$ cat src/rtl/tage_update_queue.sv
// tage_update_queue
//   Commit-side producer for the TAGE update port. Resolved branch-block
//   updates from backend commit are buffered in a circular FIFO and issued
//   to the predictor as single-cycle update pulses, at most one per cycle.
//   Issue stalls while tage_ready is low, so no update is ever lost.
//
// Ports
//   clk            clock
//   rst            asynchronous reset, active-low
//   clear          synchronous discard of all pending entries
//   in_valid       commit presents an update
//   in_ready       queue can accept (not full)
//   in_start_addr  block start address
//   in_real_taken  resolved direction per slot
//   in_alloc_slot  slot eligible for alloc/update
//   in_meta        TAGE meta captured at predict time (opaque)
//   tage_ready     predictor can take an update this cycle
//   out_update     one-cycle update strobe
//   out_start_addr registered start address, valid with out_update
//   out_real_taken registered directions, valid with out_update
//   out_alloc_slot registered alloc slots, valid with out_update
//   out_meta       registered meta, valid with out_update
//   count          current occupancy (0..DEPTH)
module tage_update_queue #(
    parameter int DEPTH  = 8,
    parameter int ADDR_W = 32,
    parameter int SLOTS  = 2,
    parameter int META_W = 128
) (
    input  logic                       clk,
    input  logic                       rst,
    input  logic                       clear,
    input  logic                       in_valid,
    output logic                       in_ready,
    input  logic [ADDR_W-1:0]          in_start_addr,
    input  logic [SLOTS-1:0]           in_real_taken,
    input  logic [SLOTS-1:0]           in_alloc_slot,
    input  logic [META_W-1:0]          in_meta,
    input  logic                       tage_ready,
    output logic                       out_update,
    output logic [ADDR_W-1:0]          out_start_addr,
    output logic [SLOTS-1:0]           out_real_taken,
    output logic [SLOTS-1:0]           out_alloc_slot,
    output logic [META_W-1:0]          out_meta,
    output logic [$clog2(DEPTH):0]     count
);

    localparam int IDX_W = $clog2(DEPTH);
    localparam logic [IDX_W:0] PTR_ONE = {{IDX_W{1'b0}}, 1'b1};

    logic [ADDR_W-1:0] mem_addr  [DEPTH];
    logic [SLOTS-1:0]  mem_taken [DEPTH];
    logic [SLOTS-1:0]  mem_alloc [DEPTH];
    logic [META_W-1:0] mem_meta  [DEPTH];

    // Pointers carry one extra wrap bit above the index bits.
    logic [IDX_W:0]   head;
    logic [IDX_W:0]   tail;
    logic [IDX_W-1:0] head_idx;
    logic [IDX_W-1:0] tail_idx;
    logic             empty;
    logic             full;
    logic             enq;
    logic             deq;

    assign head_idx = head[IDX_W-1:0];
    assign tail_idx = tail[IDX_W-1:0];
    assign empty    = (head == tail);
    assign full     = (head_idx == tail_idx) && (head[IDX_W] != tail[IDX_W]);
    assign count    = tail - head;

    // in_ready depends on stored state only; a dequeue in the same cycle
    // does not open a slot until the next cycle.
    assign in_ready = ~full;
    assign enq      = in_valid & ~full & ~clear;
    assign deq      = ~empty & tage_ready & ~clear;

    // Payload storage needs no reset: occupancy is defined by the pointers.
    always_ff @(posedge clk) begin
        if (enq) begin
            mem_addr[tail_idx]  <= in_start_addr;
            mem_taken[tail_idx] <= in_real_taken;
            mem_alloc[tail_idx] <= in_alloc_slot;
            mem_meta[tail_idx]  <= in_meta;
        end
    end

    always_ff @(posedge clk or negedge rst) begin
        if (!rst) begin
            head           <= '0;
            tail           <= '0;
            out_update     <= 1'b0;
            out_start_addr <= '0;
            out_real_taken <= '0;
            out_alloc_slot <= '0;
            out_meta       <= '0;
        end else begin
            out_update <= deq;
            if (clear) begin
                head <= tail;
            end else begin
                if (enq) begin
                    tail <= tail + PTR_ONE;
                end
                if (deq) begin
                    head           <= head + PTR_ONE;
                    out_start_addr <= mem_addr[head_idx];
                    out_real_taken <= mem_taken[head_idx];
                    out_alloc_slot <= mem_alloc[head_idx];
                    out_meta       <= mem_meta[head_idx];
                end
            end
        end
    end

endmodule
$ cat config.mk
export PLATFORM = sky130hd
export DESIGN_NAME = tage_update_queue
export DESIGN_NICKNAME = d
export VERILOG_FILES = /design/src/rtl/tage_update_queue.sv
export SDC_FILE = /design/constraint.sdc
export NUM_CORES = 1
export LEC_CHECK = 0
export BUFFER_PORTS_ARGS = -buffer_cell sky130_fd_sc_hd__buf_4
export CAP_MARGIN = 30
export CORE_UTILIZATION = 40
export DETAILED_ROUTE_END_ITERATION = 6
export GPL_ROUTABILITY_DRIVEN = 0
export HOLD_SLACK_MARGIN = 0.02
export SYNTH_ARGS = -nofsm -noshare
export SYNTH_HDL_FRONTEND = slang
export SYNTH_SLANG_ARGS = --single-unit
export TNS_END_PERCENT = 50
$ cat constraint.sdc
create_clock -name clk -period 50.2 [get_ports clk]
set_input_delay 2.51 -clock clk [delete_from_list [all_inputs] [get_ports clk]]
set_output_delay 2.51 -clock clk [all_outputs]
set_load 0.02 [all_outputs]
# --- Word level (Yosys, flattened, before mapping) ---
# Memory sizes are Yosys's and may differ from the RTL's. A register that Yosys moved wholly into a read port is not among the register bits.
# Index checks and enable logic that the tools add are counted.
word_totals:
  reg_bits: 9
  ramBits: 1312
  inputBits: 169
  word_cells: 32
  n_memories: 4
classes:
  addsub: 3
  n_eq_ne: 3
  mux: 4
  bitwise: 7
  reduce_logical: 8
memory_table:
  columns: ["memory", "words", "word_bits", "read_ports", "rd_ports_with_merged_regs", "wr", "line_no", "source"]
  rows:
  - ["mem_meta", 8, 128, 1, 1, 1, "54", "logic [META_W-1:0] mem_meta [DEPTH];"]
  - ["mem_addr", 8, 32, 1, 1, 1, "51", "logic [ADDR_W-1:0] mem_addr [DEPTH];"]
  - ["mem_alloc", 8, 2, 1, 1, 1, "53", "logic [SLOTS-1:0] mem_alloc [DEPTH];"]
  - ["mem_taken", 8, 2, 1, 1, 1, "52", "logic [SLOTS-1:0] mem_taken [DEPTH];"]
ops:
  columns: ["op", "count"]
  rows:
  - ["$add A4 B1 Y4 const B", 2]
  - ["$mux W4", 2]
  - ["$and A1 B1 Y1", 4]
  - ["$eq A4 B4 Y1", 1]
  - ["$logic_not A1 Y1", 4]
  - ["$reduce_and A2 Y1", 2]
  - ["$sub A4 B4 Y4", 1]
  - ["$eq A3 B3 Y1", 1]
  - ["$not A1 Y1", 3]
  - ["$mux W1", 2]
  - ["$reduce_bool A2 Y1", 1]
  - ["$logic_and A1 B1 Y1", 1]
  - ["$ne A1 B1 Y1", 1]

# --- Logic depth before layout (Yosys ltp) ---
# Gate-level depths: netlist of run 1.
logic_depth:
  word_depth: 7
  mapped_depth: 12
  ltp_nobuf: 6

# --- Least setup slack after synthesis of run 1 ---
# Ideal clock, no wire load.
synth_path:
  path_kind: "input to register"
  from: "input port in_valid"
  to: "memory mem_addr[0][0] (enable)"
  setup_ns: 1.089
  t_arrival_ns: 18.287
  required_time_ns: 49.111
  slack_ns: 30.824
  stages: 3
  path_buffers: 0
  path_cell_list: "nor2b_1 > nand2_1 > nor4_1"
synth_via:
  elab_chain_cells: 4
synth_lines:
  columns: ["element", "line_no", "source"]
  rows:
  - ["start: declaration", "33", "input logic in_valid,"]
  - ["$and A1 B1 Y1 (2 in series)", "75", "assign enq = in_valid & ~full & ~clear;"]
  - ["$mux W1", "80", "if (enq) begin"]
  - ["$mux W1 (implied by the code)", "81", "mem_addr[tail_idx] <= in_start_addr;"]
  - ["end: declaration", "51", null]
# Every way passes these cells.

# --- Worst setup path after layout of run 1 ---
layout_path:
  from: "register head[2]"
  to: "output port in_ready"
layout_via:
  elab_chain_cells: 3
layout_lines:
  columns: ["element", "line_no", "source"]
  rows:
  - ["start: declaration", "57", "logic [IDX_W:0] head;"]
  - ["start signal: assignment", "100", "head <= tail;"]
  - ["start signal: assignment", "106", "head <= head + PTR_ONE;"]
  - ["$eq A3 B3 Y1", "69", "assign full = (head_idx == tail_idx) && (head[IDX_W] != tail[IDX_W]);"]
  - ["$logic_and A1 B1 Y1", "69", null]
  - ["$not A1 Y1", "74", "assign in_ready = ~full;"]
  - ["end: declaration", "34", "output logic in_ready,"]
# Every way passes these cells.

==> summary.txt, run 1 <==
Clock network
  – # H-tree levels: 4
  – Cts-stage hold buffer count: 0
  – Cts repair resizes: 0
  – # Post-CTS Setup Buffers: 0
  – Clock slew seen by the registers of the worst setup and hold paths: 0.06 ns
  – TritonCTS Sinks: 1,485
  – CTS tree: yes
  – Number of buffers created by CTS: 154
  – Root buf cell: clkbuf_16
  – Max clock buf depth: 3
  – Clk_lat worst skew: 0.77 ns

Route
  – DRT met1 WL: between 40 and 50 mm
  – Vias per cell: 5.211
  – DRC: 0
  – Max layer used: met5
  – Drt pass-1 iters: 5
  – Metal3 WL: approximately 7.4 mm
  – DRT iter0 DRCs: 1,706
  – DR WL/cell: 24.99 um
  – DR vias: 25,170
  – Routed Antenna Nets: 0
  – Routed met2 length: 62.16 mm
  – Final wirelength: 120.7 mm

GRT
  – Vias in the first global route: approximately 27,000
  – Largest net degree at the start of global routing: 163
  – GRT Residual Overflow: 0
  – First-pass GRT wire length: approximately 180 mm
  – GR Util All Layers: approximately 17%
  – Initial antenna violation count: 30

Worst setup path
  – Worst EP required: 47.69 ns
  – Critical Path Source: head[2]
  – R2R cell count: 8
  – Crit path max fanout: 33
  – Worst Path Arrival: 2.99 ns
  – Crit-path max cell delay: 0.71 ns
  – Reg-to-Reg End: out_meta[57]
  – R2R setup slack: 45.11 ns
  – Worst Setup Start Kind: flip-flop
  – CP top delay family: flip-flops
  – Reg-to-reg startpoint: head[0]
  – CP Class: flip-flop to output port
  – Crit-path slowest cell: dfrtp_4
  – Critical Path, Cell by Cell: buf_16, inv_1, ha_1, nand3_1, nand2b_1, buf_4
  – CP Capture Type: output port
  – Buf/Inv on CP: 3

Placed design
  – Placed insts: 4,535
  – Pre-CTS WS: about 44 ns
  – Detailed Place HPWL: 65.13 mm
  – Buffers on Ports: 338
  – Placed cell areas: 0.05996 sq mm

Timing
  – Max Fclk: approximately 0.18 GHz
  – Min Tclk post-route: approximately 5.5 ns
  – Hold WS: 0.4798 ns
  – Setup violators final: 0
  – Fin. Hold Viols: 0
  – Slew Viols, Final: 0
  – Worst Skew: 0.02050 ns
  – Final setup margin: 44.70 ns
  – Slew at the pin closest to its max-slew limit: 1.167 ns
  – Slew margin rel.: 22.20%
  – Period utilization: 10.96%
  – TNS Setup: 0 ns
  – Unrepaired setup endpoints after global routing: no

Floorplanning
  – CORE AREA: around 0.14 sq mm
  – Die height: ~370 um
  – Die area: 0.1400 sq mm
  – Die W: ~370 um
  – Starting Density: 40.30%
  – Ports: 339
  – FP Rows: 136

Run
  – Max_cap viols: 0

Yosys
  – Post-synthesis sequential area ratio: 78.91%
  – Post-synth EDFFs: 1,312
  – Largest area contributor in the netlist: edfxtp_1
  – Syn Std Cell Area: 0.05541 sq mm
  – Synthesized area per cell: 22.22 sq um
  – Commonest cells post-synth: edfxtp_1, mux4_2, dfrtp_1, nand2_1, mux2i_1
  – Synth Register Bits: around 1,500
  – Syn Inst Count: ~2,500
  – Primary FF master, synth: edfxtp_1
  – Top post-synthesis cells by area: edfxtp_1, mux4_2, dfrtp_1
  – Syn Nets: 2,669
  – Synth async-reset ratio: 11.65%
  – Synth top area share: 71.10%
  – Synth unique cells: 32
  – Syn. warnings: 0
  – Most instantiated library cell after synthesis: edfxtp_1

Worst hold path
  – Hold Path Depth: 2
  – Worst Hold End: out_start_addr[5]
  – Hold Path Class: flip-flop to flip-flop
  – Hold_sp: out_start_addr[5]

Layout
  – Non-filler cells, final: 4,830
  – Finished Cell Area: 0.06527 sq mm
  – Share of cells above drive strength 1: 31.40%
  – Fin util: 47.47%
  – Final #Nets: between 3,000 and 4,000
  – Area delta synth->final: 17.78%

Pwr
  – Power Density: approximately 57 mW/mm^2
  – Max IR drop VDD: 0.04052 mV
  – Total Power: 3.733 mW
  – Static Leak: 22.14 nW

Run status
  – Outcome: complete, no violations
cells by family (layout without fill, tap and decap cells):
logic type	count (synthesis)	after routing	share of synthesized area, %
xor+xnor	10	10	0.1716
other cells	0	7	0
compound gates	174	174	1.599
fa+ha+maj	6	6	0.1490
mux	495	495	16.35
buf+inv	140	675	1.535
simple gates	184	184	1.285
flops	1485	1485	78.91
how the worst max path moves through the flow:
stage                           end  slack [ns]  depth (start not counted)
global placement    mem_meta[7][28]       44.10                          6
floorplan            mem_addr[0][0]       30.82                          3
CTS                        in_ready       44.59                          6
finish                     in_ready       44.70                          6
detailed placement  mem_meta[7][28]       44.34                          7
global route               in_ready       44.45                          6
per-layer routing:
metal / up-vias / GRT usage [%]
met4: 38 / 5.544
met2: 615 / 30.22
li1: 11050 / -
met5: - / 0
met1: 13270 / 21.37
met3: 197 / 4.588
flip-flops by register name, indices dropped and copies added, names as in the netlist, 4 cells and up:
signal,count
out_start_addr,32
mem_addr,256
head,4
mem_taken,16
mem_meta,1024
out_meta,128
mem_alloc,16
tail,4
where the power goes:
part | internal, mW | leakage [nW] | switching (mW)
combinational | 0.454 | 5.61 | 0.521
clock | 0.698 | 2.54 | 0.460
sequential | 1.51 | 14.0 | 0.0942
total | 2.66 | 22.1 | 1.08
worst register-to-register path, stage by stage, from the launching register on:
cell	delay, ns
dfrtp_4	0.94
buf_4	0.81
buf_4	0.77
buf_4	0.47
buf_16	0.30
buf_4	0.76
mux4_2	0.65
mux2i_1	0.15
o21ai_1	0.08
cell usage in the layout, fill, tap and decap left out, types with 2 or more instances in the layout:
cell type / n
edfxtp_1: 1312
buf_4: 363
mux4_2: 328
nand2_1: 171
dfrtp_1: 170
mux2i_1: 166
clkbuf_16: 159
o21ai_1: 109
o21ai_0: 60
clkbuf_1: 36
clkinv_2: 25
clkinv_1: 21
bufinv_16: 19
clkbuf_8: 13
buf_12: 11
inv_1: 9
diode_2: 7
buf_16: 7
xnor2_1: 5
ha_1: 5
inv_6: 5
nor3_2: 4
xor2_1: 4
nor2_4: 3
clkinvlp_4: 3
dfrtp_4: 3
o211ai_1: 2
clkinv_8: 2
final cells by class:
type,count,area [sq um]
diodes,7,17.52
inverters,9,33.78
multi-input cells,869,10890
clock inverters,76,893.4
repair buffers,382,3153
flip-flops and latches,1485,43740
clock buffers,208,4293
fillers,11190,72230
well taps,1794,2245
Note: power is estimated with default switching activity, not from simulation.
==> inputs of run 2 (changes only) <==
==> constraint.sdc (replaced) <==
create_clock -name clk -period 5.7 [get_ports clk]
set_input_delay 0.285 -clock clk [delete_from_list [all_inputs] [get_ports clk]]
set_output_delay 0.285 -clock clk [all_outputs]
set_load 0.02 [all_outputs]
==> summary.txt, run 2 (synthesized netlist as in run 1, its figures left out) <==
Run status
  – Outcome: complete, no violations

Route
  – DR vias: 25,970
  – Routed Antenna Nets: 0
  – Vias per cell: between 5 and 6
  – Max layer used: met5
  – DRT iter0 DRCs: approximately 1,700
  – DRC: 0
  – Final wirelength: 123.3 mm
  – DR WL/cell: 24.60 um
  – Metal3 WL: 6.032 mm
  – Drt pass-1 iters: 5
  – DRT met1 WL: roughly 50 mm
  – Routed met2 length: 64.20 mm

Floorplanning
  – FP Rows: ~140
  – Starting Density: 40.30%
  – CORE AREA: 0.1375 sq mm
  – Die height: 374.2 um
  – Ports: between 300 and 400
  – Die area: 0.1400 sq mm
  – Die W: 374.2 um

Worst setup path
  – CP Class: flip-flop to flip-flop
  – R2R cell count: 6
  – CP Capture Type: flip-flop
  – Crit path max fanout: 89
  – Worst Path Arrival: between 4 and 5 ns
  – Worst EP required: ~6.1 ns
  – Worst Setup Start Kind: flip-flop

Timing
  – Final setup margin: 1.965 ns
  – Period utilization: 65.53%
  – Fin. Hold Viols: 0
  – Slew Viols, Final: 0
  – Max Fclk: 0.2677 GHz
  – Worst Skew: approximately 0.03 ns
  – Slew at the pin closest to its max-slew limit: 1.227 ns
  – Setup violators final: 0
  – Slew margin rel.: 18.19%
  – Unrepaired setup endpoints after global routing: no
  – Hold WS: 0.08514 ns
  – Min Tclk post-route: 3.735 ns
  – TNS Setup: 0 ns

Layout
  – Finished Cell Area: 0.06725 sq mm
  – Share of cells above drive strength 1: 30.41%
  – Largest regs: mem_meta (1024), mem_addr (256), out_meta (128)
  – Non-filler cells, final: 5,011
  – Commonest non-fill, non-tap cell in the layout: edfxtp_1
  – Area delta synth->final: 21.36%
  – Most flop-heavy register: mem_meta
  – Max FFs per register: 1,024
  – Fillers: 11,050
  – Final #Nets: 3,251
  – Most frequent cells in the layout: edfxtp_1, buf_4, mux4_2, nand2_1, dfrtp_1

Pwr
  – Internal power: roughly 23 mW
  – Sequential Power Share: 42.6%
  – Static Leak: 22.95 nW
  – Switching share of power: about 29%
  – Psw: ~9.7 mW
  – Max IR drop VDD: between 0.4 and 0.5 mV
  – Power Density: between 400 and 500 mW/mm^2
  – Comb pwr share: about a quarter
  – Power share of the clock group: 30.8%

Clock network
  – Clk_lat worst skew: 0.80 ns
  – TritonCTS Sinks: about 1,500
  – CTS tree: yes
  – Root buf cell: clkbuf_16
  – Max clock buf depth: 3
  – Number of buffers created by CTS: between 150 and 200
  – Clock slew seen by the registers of the worst setup and hold paths: approximately 0.060 ns
  – # H-tree levels: 4

GRT
  – First-pass GRT wire length: 183.9 mm
  – GR Util All Layers: between 15 and 20%
  – GRT Residual Overflow: 0
  – Vias in the first global route: 27,900
  – Largest net degree at the start of global routing: 193
  – Initial antenna violation count: 17

Placed design
  – Placed insts: 4,541
  – Detailed Place HPWL: 68.11 mm
  – Placed cell areas: 0.06023 sq mm
  – Pre-CTS WS: 1.912 ns
  – Buffers on Ports: 338

Worst hold path
  – Hold Path Class: input port to async pin

Run
  – Max_cap viols: 0
-- run 2: cell types whose count changed in the layout (fill, tap and decap cells not counted), sizes merged --
cell         previous run  this run
diode                   7         8
clkinvlp                3         7
clkbuf                208       206
buf                   382       387
inv                    15        14
clkinv                 48        59
bufinv                 19        14
dlygate4sd3             0       168
-- run 2: final timing paths --
check | endpoint | slack (ns) | startpoint
min reg2reg | out_start_addr[14] | 0.48 | out_start_addr[14]
max | mem_meta[7][59] | 1.96 | head[2]
min | out_meta[119] | 0.09 | rst
max reg2reg | mem_meta[7][59] | 1.96 | head[2]
min in group clk | mem_meta[5][83] | 0.27 | in_meta[83]
max in group asynchronous | out_meta[87] | 4.26 | rst
-- run 2: per-layer routing --
metal	up-vias	global-route usage (%)
met5	-	0
met4	18	5.251
met3	189	3.567
met2	633	31.01
met1	13720	22.56
li1	11410	-
-- run 2: power by group through the flow --
stage / Sequential [mW] / Clock (mW) / Combinational [mW]
global placement: 14.3 / 0 / 8.78
detailed placement: 14.3 / 0 / 8.89
CTS: 14.1 / 10.5 / 9.03
finish: 14.1 / 10.2 / 8.80
global route: 14.2 / 10.8 / 9.50
floorplan: 14.6 / 0 / 5.60
-- run 2: through the flow --
| stage | utilization (%) | power [mW] |
|---|---|---|
| floorplan | - | 20.24 |
| global placement | 43.73 | 23.05 |
| detailed placement | 43.81 | 23.23 |
| CTS | 48.84 | 33.60 |
| global route | 48.90 | 34.57 |
| finish | 48.91 | 33.09 |
-- run 2: worst max-delay path, cell delays in order (launching register included) --
cell	delay, ns
dfrtp_4	0.94
inv_1	0.18
ha_1	0.42
nand3_4	0.15
o211ai_1	0.31
nor2_4	0.66
buf_12	0.51
-- run 2: cell type report --
type	count	area, sq um	share of cell area (%)
Tap cell	1794	2245	3.338
Clock buffer	206	4338	6.450
Timing Repair Buffer	555	4995	7.427
Sequential cell	1485	43740	65.04
Inverter	9	33.78	0.05023
Antenna cell	8	20.02	0.02977
Clock inverter	85	907.1	1.349
Multi-Input combinational cell	869	10980	16.32
-- run 2: what timing repair did --
item	CTS	global route
gates resized for setup	0	0
hold endpoints to repair	1386	0
buffers inserted	0	0
hold buffers	168	0
